[src/rtl/poc_pkg.sv]
// Shared definitions for the parallel-output-controller (POC) subsystem.
// Holds the CPU and POC state encodings, the status-register bit index of
// the POC ready flag, and the default printer busy time.
package poc_pkg;

    typedef enum logic [1:0] {
        CPU_IDLE,
        CPU_POLL,
        CPU_WAIT_IRQ,
        CPU_WRITE
    } cpu_state_t;

    typedef enum logic [1:0] {
        POC_READY,
        POC_SEND,
        POC_WAIT_PRN
    } poc_state_t;

    // Bit of the status register that flags "POC ready for a new byte".
    localparam int SR_READY = 7;

    // Printer busy time in clock cycles after each strobe (1..255).
    localparam int DEFAULT_PRINT_DELAY = 8;

endpackage

[src/rtl/poc_if.sv]
// Request/result bundle of the POC subsystem.
//   func        print request (rising edge is the request)
//   data_input  byte to print, captured on the request edge
//   Switch      transfer mode: 0 = polling, 1 = interrupt
//   data        last byte accepted by the printer model
// With POC_STATUS_EN defined the bundle also carries:
//   ready       POC ready flag (status bit SR7)
//   irq         interrupt request towards the CPU model
// master: the requester side; slave: the poc_top side.
interface poc_if;

    logic       func;
    logic [7:0] data_input;
    logic       Switch;
    logic [7:0] data;
`ifdef POC_STATUS_EN
    logic       ready;
    logic       irq;

    modport master (output func, data_input, Switch, input data, ready, irq);
    modport slave  (input func, data_input, Switch, output data, ready, irq);
`else
    modport master (output func, data_input, Switch, input data);
    modport slave  (input func, data_input, Switch, output data);
`endif

endinterface

[src/rtl/poc_printer.sv]
// Printer model. Accepts a byte on a strobe while idle, shows it on data
// and stays busy (rdy low) for PRINT_DELAY cycles.
//   CLK, RST  clock and synchronous active-high reset
//   tr        strobe from the POC
//   pd        byte presented with the strobe
//   rdy       printer idle
//   data      last accepted byte
module poc_printer
    import poc_pkg::*;
#(
    parameter int PRINT_DELAY = DEFAULT_PRINT_DELAY
) (
    input  logic       CLK,
    input  logic       RST,
    input  logic       tr,
    input  logic [7:0] pd,
    output logic       rdy,
    output logic [7:0] data
);

    logic       rdy_reg;
    logic [7:0] data_reg;
    logic [7:0] count_reg;

    always_ff @(posedge CLK) begin
        if (RST) begin
            rdy_reg   <= 1'b1;
            data_reg  <= 8'h00;
            count_reg <= 8'h00;
        end else if (tr && rdy_reg) begin
            data_reg  <= pd;
            rdy_reg   <= 1'b0;
            count_reg <= 8'(PRINT_DELAY);
        end else if (count_reg != 8'h00) begin
            count_reg <= count_reg - 8'd1;
            // Becomes ready on the same edge the count reaches zero.
            if (count_reg == 8'd1) begin
                rdy_reg <= 1'b1;
            end
        end
    end

    assign rdy  = rdy_reg;
    assign data = data_reg;

endmodule

[src/rtl/poc_top.sv]
// POC subsystem top: CPU-side request model, POC register/handshake block
// and printer model. A rising edge on func requests printing of
// data_input; the CPU model hands the byte to the POC by polling SR7
// (Switch=0) or by waiting for irq (Switch=1); the POC strobes it to the
// printer, whose accepted byte appears on data five edges after the
// request edge when the printer is idle.
//   CLK, RST  clock and synchronous active-high reset
//   bus       poc_if.slave: func, data_input, Switch in; data out
// Optional macro POC_STATUS_EN adds bus.ready (SR7) and bus.irq outputs.
module poc_top
    import poc_pkg::*;
#(
    parameter int PRINT_DELAY = DEFAULT_PRINT_DELAY
) (
    input  logic  CLK,
    input  logic  RST,
    poc_if.slave  bus
);

    cpu_state_t cpu_state_reg, cpu_state_next;
    poc_state_t poc_state_reg, poc_state_next;

    logic                   func_q_reg;
    logic                   pending_reg;
    logic [7:0]             req_data_reg;
    logic                   mode_irq_reg;
    logic [7:0]             br_reg;
    logic [SR_READY:SR_READY] sr_reg;
    logic                   tr_reg;
    logic [7:0]             pd_reg;

    logic req_edge;
    logic irq;
    logic dispatch;
    logic write_en;
    logic send;
    logic done;
    logic prn_rdy;
    logic [7:0] prn_data;

    assign req_edge = bus.func & ~func_q_reg;
    assign irq      = sr_reg[SR_READY] & mode_irq_reg;

    // CPU request model
    always_comb begin
        cpu_state_next = cpu_state_reg;
        dispatch       = 1'b0;
        write_en       = 1'b0;
        case (cpu_state_reg)
            CPU_IDLE: begin
                if (pending_reg) begin
                    dispatch       = 1'b1;
                    cpu_state_next = bus.Switch ? CPU_WAIT_IRQ : CPU_POLL;
                end
            end
            CPU_POLL: begin
                if (sr_reg[SR_READY]) cpu_state_next = CPU_WRITE;
            end
            CPU_WAIT_IRQ: begin
                if (irq) cpu_state_next = CPU_WRITE;
            end
            CPU_WRITE: begin
                write_en       = 1'b1;
                cpu_state_next = CPU_IDLE;
            end
            default: cpu_state_next = CPU_IDLE;
        endcase
    end

    // POC handshake block
    always_comb begin
        poc_state_next = poc_state_reg;
        send           = 1'b0;
        done           = 1'b0;
        case (poc_state_reg)
            POC_READY: begin
                if (write_en) poc_state_next = POC_SEND;
            end
            POC_SEND: begin
                send           = 1'b1;
                poc_state_next = POC_WAIT_PRN;
            end
            POC_WAIT_PRN: begin
                // While the strobe is still up the printer has not yet
                // consumed it, so its rdy=1 is stale and must be ignored.
                if (!tr_reg && prn_rdy) begin
                    done           = 1'b1;
                    poc_state_next = POC_READY;
                end
            end
            default: poc_state_next = POC_READY;
        endcase
    end

    always_ff @(posedge CLK) begin
        if (RST) begin
            cpu_state_reg <= CPU_IDLE;
            poc_state_reg <= POC_READY;
            func_q_reg    <= 1'b0;
            pending_reg   <= 1'b0;
            req_data_reg  <= 8'h00;
            mode_irq_reg  <= 1'b0;
            br_reg        <= 8'h00;
            sr_reg        <= 1'b1;
            tr_reg        <= 1'b0;
            pd_reg        <= 8'h00;
        end else begin
            cpu_state_reg <= cpu_state_next;
            poc_state_reg <= poc_state_next;
            func_q_reg    <= bus.func;

            // pending is always 1 in WRITE, so a request edge there is
            // dropped like any other edge while a request is pending.
            if (write_en) begin
                pending_reg <= 1'b0;
            end else if (req_edge && !pending_reg) begin
                pending_reg  <= 1'b1;
                req_data_reg <= bus.data_input;
            end

            if (dispatch) mode_irq_reg <= bus.Switch;
            if (write_en) br_reg <= req_data_reg;

            if (write_en) begin
                sr_reg[SR_READY] <= 1'b0;
            end else if (done) begin
                sr_reg[SR_READY] <= 1'b1;
            end

            tr_reg <= send;
            if (send) pd_reg <= br_reg;
        end
    end

    poc_printer #(
        .PRINT_DELAY (PRINT_DELAY)
    ) u_printer (
        .CLK  (CLK),
        .RST  (RST),
        .tr   (tr_reg),
        .pd   (pd_reg),
        .rdy  (prn_rdy),
        .data (prn_data)
    );

    assign bus.data = prn_data;
`ifdef POC_STATUS_EN
    assign bus.ready = sr_reg[SR_READY];
    assign bus.irq   = irq;
`endif

endmodule

[src/flat_wrapper.sv]
// flat-port wrapper written by rule: the top's interface ports become plain ports
module poc_top_flat import poc_pkg::*;
#(
    parameter int PRINT_DELAY = DEFAULT_PRINT_DELAY
)
  (CLK, RST, bus_func, bus_data_input, bus_Switch, bus_data);
  poc_if bus_i ();
  input  logic CLK;
  input  logic RST;
  input wire logic [$bits(bus_i.func)-1:0] bus_func;
  input wire logic [$bits(bus_i.data_input)-1:0] bus_data_input;
  input wire logic [$bits(bus_i.Switch)-1:0] bus_Switch;
  output wire logic [$bits(bus_i.data)-1:0] bus_data;
  assign bus_i.func = bus_func;
  assign bus_i.data_input = bus_data_input;
  assign bus_i.Switch = bus_Switch;
  assign bus_data = bus_i.data;
  poc_top #(.PRINT_DELAY(PRINT_DELAY)) u_core (.CLK(CLK), .RST(RST), .bus(bus_i));
endmodule
[config.mk]
export PLATFORM = sky130hd
export DESIGN_NAME = poc_top_flat
export DESIGN_NICKNAME = d
export VERILOG_FILES = /design/src/rtl/poc_pkg.sv /design/src/rtl/poc_if.sv /design/src/rtl/poc_printer.sv /design/src/rtl/poc_top.sv /design/src/flat_wrapper.sv
export SDC_FILE = /design/constraint.sdc
export NUM_CORES = 1
export LEC_CHECK = 0
export ABC_AREA = 1
export CAP_MARGIN = 20
export CORE_AREA = 2 2 108 58
export CTS_CLUSTER_DIAMETER = 40
export DETAILED_ROUTE_END_ITERATION = 10
export DIE_AREA = 0 0 110 60
export GPL_ROUTABILITY_DRIVEN = 0
export GPL_TIMING_DRIVEN = 0
export PLACE_DENSITY = 0.54
export SLEW_MARGIN = 20
export SYNTH_ARGS = -nofsm -noshare
export SYNTH_HDL_FRONTEND = slang
export SYNTH_HIERARCHICAL = 1
export SYNTH_SLANG_ARGS = --single-unit
[constraint.sdc]
create_clock -name CLK -period 1.7 [get_ports CLK]
set_input_delay 0.34 -clock CLK [delete_from_list [all_inputs] [get_ports CLK]]
set_output_delay 0.34 -clock CLK [all_outputs]
set_load 0.1 [all_outputs]
* After elaboration in Yosys (flattened, before gate mapping)
Index checks and enable logic that the tools add are counted.
** Word-level totals
- Bits in registers :: 50
- Bits in latches :: 0
- Memory bits (writable) :: 0
- ROM bits :: 0
- Input port bits :: 12
- Output and inout bits :: 8
- Word-level logic and storage cells :: 68
- Memories kept :: 0
** Cells by class
- Add/subtract/negate cells :: 1
- $mul :: 0
- Div/mod/pow operators :: 0
- $lt $le $gt $ge :: 0
- Equal/unequal tests :: 11
- Shift-type cells :: 0
- Multiplexer cells :: 21
- Bitwise operators :: 4
- Reductions and logical operators :: 17
** Operators with widths (count)
- 2-bit 2-to-1 mux :: 6
- 1-bit 2-to-1 mux :: 11
- 2-bit by 1-bit != test with 1-bit output, second input constant :: 5
- 8-bit by 1-bit equality test with 1-bit output, second input constant :: 1
- 4-bit 2-to-1 mux :: 2
- 2-bit case mux with 4 select lines :: 1
- 8-bit nonzero test :: 1
- 8-bit by 1-bit subtractor with 8-bit output, second input constant :: 1
- 2-bit equality test, second input constant :: 3
- 2-bit case mux with 3 select lines :: 1
- 2-bit AND reduction :: 3
- 2-bit nonzero test :: 3
- 2-bit by 1-bit equality test with 1-bit output, second input constant :: 2
- 2-bit zero test :: 2
- 2-bit OR reduction :: 2
- 1-bit logical AND :: 3
- 3-bit AND reduction :: 1
- 1-bit bitwise AND :: 2
- 1-bit zero test :: 2
- 1-bit inverter :: 2

* Logic depth before layout (Yosys ltp)
Gate-level depths: netlist of the first run.
- Depth in word-level cells :: 6
- Depth in mapped cells :: 8
- Depth with buffers taken out :: 8

* By module
Netlist of the first run, hierarchy kept.
** Modules (own cells, without submodules)
- poc_top :: times used 1, cells an instance 162, area an instance 1301.2 µm², sequential area each 660.6 µm²
- poc_printer :: times used 1, cells an instance 102, area an instance 792.0 µm², sequential area each 340.3 µm²

* Worst setup path after synthesis of the first run
Ideal clock, no wire load.
- Path type :: flip-flop to output port
- Start point :: register u_core.u_printer.data_reg[0], in the netlist u_core/u_printer/data[0]
- End point :: output port bus_data[0]
- Data arrival time :: 0.925 ns
- Data required time :: 1.360 ns
- Setup slack :: 0.435 ns
- Cell stages (with the launch flop) :: 1
- Buffers on the path :: 0
- Cells stage by stage :: dfxtp_1
** RTL lines
- start, declared :: line poc_printer.sv:22 : logic [7:0] data_reg;
- start signal, assigned :: line poc_printer.sv:31 : data_reg <= pd;
- end, declared :: line flat_wrapper.sv:13 : output wire logic [$bits(bus_i.data)-1:0] bus_data;
No word-level cell between the ends.

* Worst setup path after layout of the first run
- Start point :: register u_core.u_printer.data_reg[4], in the netlist u_core/u_printer/data[4]
- End point :: output port bus_data[4]
No word-level cell between the ends.

==> summary by stage, run 1 <==
Clock network
The number of buffers inserted for hold repair after clock tree synthesis is 0. The clock latency of the later-clocked register in the worst-skew pair is between 0.3 and 0.4 ns. The post-CTS clock slew at the launch and capture registers of the worst setup and hold paths is 0.10 ns. The clock tree root driver cell is sky130_fd_sc_hd__clkbuf_8. The clock buffer count from CTS is 5.

The maximum clock path buffer count is 2. The number of sinks on the clock net is 50. The H-tree was split into 2 levels. The clock tree from TritonCTS is yes.

Logic synthesis
The synthesized net count is 284. In the post-synthesis netlist, the biggest area contributors are sky130_fd_sc_hd__dfxtp_1 48%, sky130_fd_sc_hd__nand2_1 9.9%, sky130_fd_sc_hd__nor2_1 8.6%. By instance count, the leading cell after synthesis is sky130_fd_sc_hd__nand2_1. The number of warnings printed during yosys synthesis is 6.

The count of different cell masters after synthesis is 24. Counting instances in the post-synthesis netlist gives the leading cell types as 55 x sky130_fd_sc_hd__nand2_1, 50 x sky130_fd_sc_hd__dfxtp_1, 48 x sky130_fd_sc_hd__nor2_1. The average instance in the mapped netlist occupies approximately 7.9 µm².

For this run, asynchronously set or reset flops after synthesis account for 0. The cell type contributing the most total cell area after synthesis is sky130_fd_sc_hd__dfxtp_1. The predominant post-synthesis flop cell is sky130_fd_sc_hd__dfxtp_1. Synthesis inferred 50 register bits. For this run, the register share of the synthesized area comes to 0.478. Yosys mapped a number of flops with a built-in enable equal to 0. In the synthesized netlist, the number of instances is roughly 260. The fraction of synthesized cell area taken by the top area cell type is 0.478.

The synthesized cell area is 2090 µm².

STA
The minimum clock period is between 1.5 and 2 ns. Setup repair after global routing left no endpoint under its margin. Dividing the final minimum period by the clock period gives 0.911. The count of endpoints failing hold in the final timing report came to 0. The measured slew at the worst slew-check pin is 0.544 ns. For the final database, setup skew stands at 0.0104 ns.

The worst pin sits at a relative slew slack of 0.639. Setup violations remaining at the end of the flow were counted as 0. Static timing analysis puts the maximum clock frequency at 646 MHz. The count of final max-slew check failures was 0.

Floorplan
The placeable core area is 5730 µm². The die is 60 µm tall. The die outline width is 110 µm.

Row generation in the floorplan step produced 20 rows. The starting density of the core is 0.365. The die covers 6600 µm². The I/O pin total is 20.

Final layout
The net count of the finished layout is between 300 and 400. Fill cells in the final layout number 593. From synthesis to final layout, the design area changed by 19.5%. The share of cells above drive strength 1 is 0.168.

The number of inserted diodes is 0. For this run, the number of standard cells in the final layout without fillers is about 370. The area of the multi-input gates is 981 µm². The post-layout utilization of the core is 0.437. The sequential cell area is between 1000 and 1500 µm².

Power
The analysis attributes to cell leakage a power of between 1 and 1.5 nW. Summing internal, switching and leakage power gives around 3.4 mW. Of the total power, the share spent switching nets is 0.364. The highest ir drop seen on vdd is approximately 0.00042 V. The internal power is 2.16 mW. The portion of total power attributed to sequential cells is 0.424. The share of total power dissipated in the clock network is 0.250.

Of the total power, combinational logic draws 0.326. The switching power is approximately 1.2 mW. In this run the power density over the cells is 1360 nW/µm².

Route
The number of nets with antenna violations after routing is 0. The length of the first detailed-routing pass in iterations is 5. Using the TritonRoute via totals, the vias-per-cell ratio works out to 4.38.

The violation count after the first detailed-route iteration is 66. Summed over all layers, the routed wires come to between 3 and 4 mm. The average wire per standard cell is about 11 µm.

The detailed router placed 1613 vias in this run. The remaining routing DRC violations is 0.

GRT
The maximum number of pins on one net before global-route repair is 17. The total global-route track usage is 0.137. The met2 global-route usage is 0.175. The number of global-route vias before repair was roughly 1400.

The total congestion overflow after global routing is 0. The number of antenna violations at the first check in global routing came to 0. The first global-routing pass estimated 6.73 mm of wire.

In this run the most used layer during global routing was met1. For this run, global-route usage on met1 was measured as 0.209. The met3 routing resource usage after global routing is 0.0447.

Setup path
The slowest cell on the critical path is sky130_fd_sc_hd__clkdlybuf4s15_2. STA classifies the critical path startpoint as a flip-flop. In this design, the largest share of critical-path delay is due to buffers and inverters.

The required time of the critical path is 1.36 ns. The maximum single-stage delay on the critical path is roughly 0.56 ns. The critical path goes through clkdlybuf4s15_2.

The largest fanout on the critical path is 2. The arrival time at the worst endpoint is 1.21 ns. The critical path is of the reg2out type.

The number of buffers and inverters on the critical path is 1. The kind of end point of the critical path is a primary output.

Outcome
The run finished with clean final reports.

Placed design
The number of placed instances, taps included, is 360. The number of buffer cells added on primary ports is 19. Detailed placement ended at an HPWL of a little under 3 mm.

Min path
The path class of the lowest-slack min-delay path is reg2reg.

Run
The count of max-cap constraint violations is 0.
## cells by family after synthesis
family | after synthesis | share of synthesized area
XOR/XNOR | 2 | 0.00837
buffers and inverters | 25 | 0.0532
flip-flops | 50 | 0.478
AO/OA/AOI/OAI | 34 | 0.0903
AND/OR/NAND/NOR | 145 | 0.322
adder cells (fa/ha/maj) | 8 | 0.0478
## per-layer routing
metal  part of all wire  vias to the layer above
met5                  0                        -
met4              0.014                        0
met3              0.063                        6
met2               0.32                       34
met1               0.60                      676
li1                   -                      897
## cell type report
type                    instances  share of cell area
repair buffers                 19              0.0800
inverters                      21              0.0315
multi-input cells             189               0.392
clock inverters                 3              0.0175
plain buffers                   4              0.0130
well taps                      77              0.0385
flip-flops and latches         50               0.400
clock buffers                   5              0.0275
## path summary, 6_finish.rpt
kind | startpoint | end | slack, ns | depth (start not counted)
hold reg to reg | u_core/poc_state_reg[1] | u_core/poc_state_reg[0] | 0.45 | 1
setup reg to reg | u_core/cpu_state_reg[0] | u_core/req_data_reg[6] | 0.48 | 4
hold / removal | u_core/poc_state_reg[1] | u_core/poc_state_reg[0] | 0.45 | 1
setup / recovery | u_core/u_printer/data[4] | bus_data[4] | 0.15 | 1
## power groups by stage
stage | clock network [mW] | logic (mW) | registers, mW
final | 0.849 | 1.11 | 1.44
after global routing | 0.921 | 1.26 | 1.46
after CTS | 0.875 | 1.11 | 1.44
after detailed placement | 0 | 1.11 | 1.47
after global placement | 0 | 1.10 | 1.47
after floorplan | 0 | 0.853 | 1.50
## worst register-to-register path, delay by kind of cell, from the launching register on
| family | cells | cell delay, ns |
|---|---|---|
| compound gates | 1 | 0.16 |
| fa+ha+maj | 1 | 0.27 |
| flops | 1 | 0.34 |
| simple gates | 2 | 0.40 |
## through the flow
step | cell area, µm² | worst slack, ns | hold WS [ns] | setup TNS (ns)
after floorplan | 2090 | 0.435 | 0.412 | 0
after global placement | 2380 | -0.0907 | 0.426 | -0.614
after detailed placement | 2380 | -0.0934 | 0.434 | -0.664
after CTS | 2500 | 0.134 | 0.450 | 0
after global routing | 2500 | 0.0913 | 0.467 | 0
final | 2500 | 0.152 | 0.453 | 0
## layout by cell type (no fill, tap or decap)
cell type / netlist / layout
sky130_fd_sc_hd__a21boi_2: 1 / 1
sky130_fd_sc_hd__a21oi_1: 10 / 10
sky130_fd_sc_hd__a21oi_2: 3 / 3
sky130_fd_sc_hd__a31oi_1: 1 / 1
sky130_fd_sc_hd__buf_2: 2 / 2
sky130_fd_sc_hd__buf_4: 1 / 1
sky130_fd_sc_hd__buf_8: 1 / 1
sky130_fd_sc_hd__bufinv_16: 0 / 1
sky130_fd_sc_hd__clkbuf_8: 0 / 5
sky130_fd_sc_hd__clkdlybuf4s15_2: 0 / 8
sky130_fd_sc_hd__clkdlybuf4s50_1: 0 / 11
sky130_fd_sc_hd__clkinv_2: 0 / 1
sky130_fd_sc_hd__dfxtp_1: 50 / 50
sky130_fd_sc_hd__ha_1: 8 / 8
sky130_fd_sc_hd__inv_1: 15 / 15
sky130_fd_sc_hd__inv_2: 6 / 6
sky130_fd_sc_hd__inv_6: 0 / 1
sky130_fd_sc_hd__nand2_1: 55 / 55
sky130_fd_sc_hd__nand2_2: 2 / 2
sky130_fd_sc_hd__nand2_4: 3 / 3
sky130_fd_sc_hd__nand3_1: 22 / 22
sky130_fd_sc_hd__nand3_2: 1 / 1
sky130_fd_sc_hd__nor2_1: 48 / 48
sky130_fd_sc_hd__nor2_2: 6 / 6
sky130_fd_sc_hd__nor2_4: 5 / 5
sky130_fd_sc_hd__nor3_1: 1 / 1
sky130_fd_sc_hd__nor3_2: 1 / 1
sky130_fd_sc_hd__nor4_2: 1 / 1
sky130_fd_sc_hd__o21ai_0: 19 / 19
sky130_fd_sc_hd__xor2_1: 2 / 2
## what timing repair did
action                                  in CTS  in global routing
gates resized for setup                     24                  0
buffers inserted                             0                  0
endpoints found under the setup margin       8                  0
No activity file was read; power rests on OpenSTA's default activity.
==> inputs of run 2 (changes only) <==
Settings changed: CORE_AREA 2 2 108 58 to 2 2 86 72, DIE_AREA 0 0 110 60 to 0 0 88 74.
==> run 2 against run 1 <==
Sequential share of layout area is 0.28 points higher. Register-to-register slack hardly changed. First-iteration DRC count is 15% lower. Sequential power hardly changed. Highest routed layer unchanged. Combinational power hardly changed. Clock power is 19% lower. Core utilization is 0.22 points higher. Worst hold slack worse by 0.014 ns. Routed wire length is 11% lower. Global-route usage is 1.3 points lower. Sequential cell count stayed put.
==> summary by stage, run 2 (synthesis results as in run 1) <==
Setup path
The number of cells traversed by the worst register-to-register path is 5 (+1). Walking the worst path, the cells encountered are clkdlybuf4s15_2. The maximum single-stage delay on the critical path is 0.55 ns (about the same). The end of the worst register-to-register path is u_core/req_data_reg[0]. The setup slack of the worst register-to-register path is 0.48 ns (about the same). The worst register-to-register path begins at u_core/cpu_state_reg[0]. The type of origin of the critical path is a flip-flop. The required time of the critical path is 1.36 ns (about the same). In this design, the largest share of critical-path delay is due to buffers and inverters.

The largest fanout on the critical path is 2 (unchanged). The kind of end point of the critical path is a primary output. The launch point of the worst path is u_core/u_printer/data[1]. The slowest cell on the critical path is sky130_fd_sc_hd__clkdlybuf4s15_2. The setup path with the least slack is of type reg2out. The count of buffering cells on the critical path with inverters included is 1 (unchanged). The arrival time at the worst endpoint is 1.19 ns (-0.02 ns).

Placed design
The number of buffer cells added on primary ports is 19 (unchanged). The worst slack after detailed placement was -0.0841 ns (+0.00929 ns). The post-detailed-placement half-perimeter wirelength is 2.61 mm (-11%). The cell total after placement is 364 (+1.1%).

Run
The count of max-cap constraint violations is 0 (unchanged).

Floorplan
The row count is 25 (+25%). The I/O pin total is 20 (unchanged). The die area was 6510 µm² (-1.3%). The overall die height came to 74 µm (+23%). The starting density of the core came to 0.370 (+0.00444). The placeable core area is 5660 µm² (-1.2%). The die outline width is 88 µm (-20%).

Clock network
The number of sinks on the clock net is 50 (unchanged). CTS placed an instance of sky130_fd_sc_hd__clkbuf_8 at the clock tree root. The clock buffer count from CTS was 5 (unchanged). The clock tree from TritonCTS is yes. The H-tree depth is 2 (unchanged). The number of buffers inserted for hold repair after clock tree synthesis is 0 (unchanged).

The post-CTS resize count is 24 (unchanged). The clock latency of the later-clocked register in the worst-skew pair was 0.30 ns (about the same). The maximum clock path buffer count is 2 (unchanged). The buffer count from post-CTS setup fixing is 0 (unchanged). The post-CTS clock slew at the launch and capture registers of the worst setup and hold paths was 0.10 ns (about the same).

Route
The average wire per standard cell was 9.43 µm (-12%). The routed via count is 1563 (-3.1%). The violation count after the first detailed-route iteration was 56 (-15%). The remaining routing DRC violations is 0 (unchanged).

The per-cell via count in the routed design is 4.20 (-4.1%). The length of the first detailed-routing pass in iterations was 4 (-1). The routed wire length is 3.51 mm (-11%). The number of nets with antenna violations after routing is 0 (unchanged).

Final layout
The number of nets at the end of the flow came to 310 (unchanged). The number of fill cells in the layout is 594 (+0.17%). The post-layout utilization of the core is 0.439 (+0.00221). In the layout the commonest cells are 55 x sky130_fd_sc_hd__nand2_1, 50 x sky130_fd_sc_hd__dfxtp_1, 48 x sky130_fd_sc_hd__nor2_1.

The count of placed standard cells in the final layout, fillers left out is 372 (+1.1%). The number of inserted diodes is 0 (unchanged). The share of cells above drive strength 1 is 0.168 (unchanged).

The area added between synthesis and finish is 18.7%. Leaving out fill and tap cells, the most frequent cell in the layout is sky130_fd_sc_hd__nand2_1.

STA
The count of endpoints failing hold in the final timing report is 0 (unchanged). The count of final setup violators is 0 (unchanged). Setup repair after global routing left no endpoint under its margin. The clock skew came to 0.00769 ns (-0.00274 ns).

The period utilization is 0.902 (-0.00844). The headroom to the max-slew limit is 0.640 (+0.00138). The count of final max-slew check failures is 0 (unchanged). The upper clock frequency limit is 652 MHz (+0.94%). The setup TNS is 0 ns (unchanged). The measured slew at the worst slew-check pin is 0.542 ns (-0.00209 ns). The worst hold slack came to 0.439 ns (-0.0139 ns). The smallest setup slack after layout is 0.166 ns (+0.0143 ns).

The minimum clock period is 1.53 ns (-0.0143 ns).

GRT
The number of antenna violations at the first check in global routing is 0 (unchanged). The total congestion overflow after global routing is 0 (unchanged). The first-pass GRT wire length is 6.40 mm (-4.9%). The number of global-route vias before repair came to 1419 (+0.071%). The maximum number of pins on one net before global-route repair is 17 (unchanged). The total global-route track usage is 0.124 (-0.0133).

Min path
The worst hold path cell count was 1 (unchanged). The startpoint identified for the worst hold timing path is u_core/poc_state_reg[1]. The endpoint of the worst hold path is u_core/poc_state_reg[0]. The path class of the lowest-slack min-delay path is reg2reg.

Outcome
The run finished with clean final reports.

Power
The highest ir drop seen on vdd is 0.000486 V (+16%). The total power divided by cell area was 1290 nW/µm² (-4.9%). The standby leakage power is 1.05 nW (-1.4%).
run 2: layer usage:
metal / GRT usage / routed length (µm)
met5: 0 / 0
met4: 0.0462 / 25
met3: 0.0344 / 144
met2: 0.177 / 1360
met1: 0.179 / 1980
run 2: worst max path at each step:
| stage | cells after the start | to | slack [ns] |
|---|---|---|---|
| final | 1 | bus_data[1] | 0.17 |
| after global routing | 1 | bus_data[1] | 0.11 |
| after CTS | 1 | bus_data[1] | 0.14 |
| after detailed placement | 1 | bus_data[5] | -0.08 |
| after global placement | 1 | bus_data[5] | -0.08 |
| after floorplan | 0 | bus_data[0] | 0.44 |
run 2: area by class of cell:
cell class | count | area [µm²] | area share
buffer | 4 | 32.5 | 0.0131
inverter | 21 | 78.8 | 0.0317
clock inverter | 3 | 21.3 | 0.00856
timing repair buffer | 19 | 200 | 0.0806
tap | 81 | 101 | 0.0408
clock buffer | 5 | 68.8 | 0.0277
sequential | 50 | 1000 | 0.403
multi-input combinational | 189 | 981 | 0.395
run 2: per-stage QoR:
stage	total power, mW	instance area, µm²
CTS	3.25	2480
global route	3.48	2480
floorplan	2.35	2090
global placement	2.55	2380
detailed placement	2.56	2380
finish	3.21	2480
run 2: power by group:
group,leakage (nW),switching (mW),internal [mW]
Sequential,0.407,0.116,1.32
Clock,0.0441,0.398,0.290
Combinational,0.598,0.683,0.402
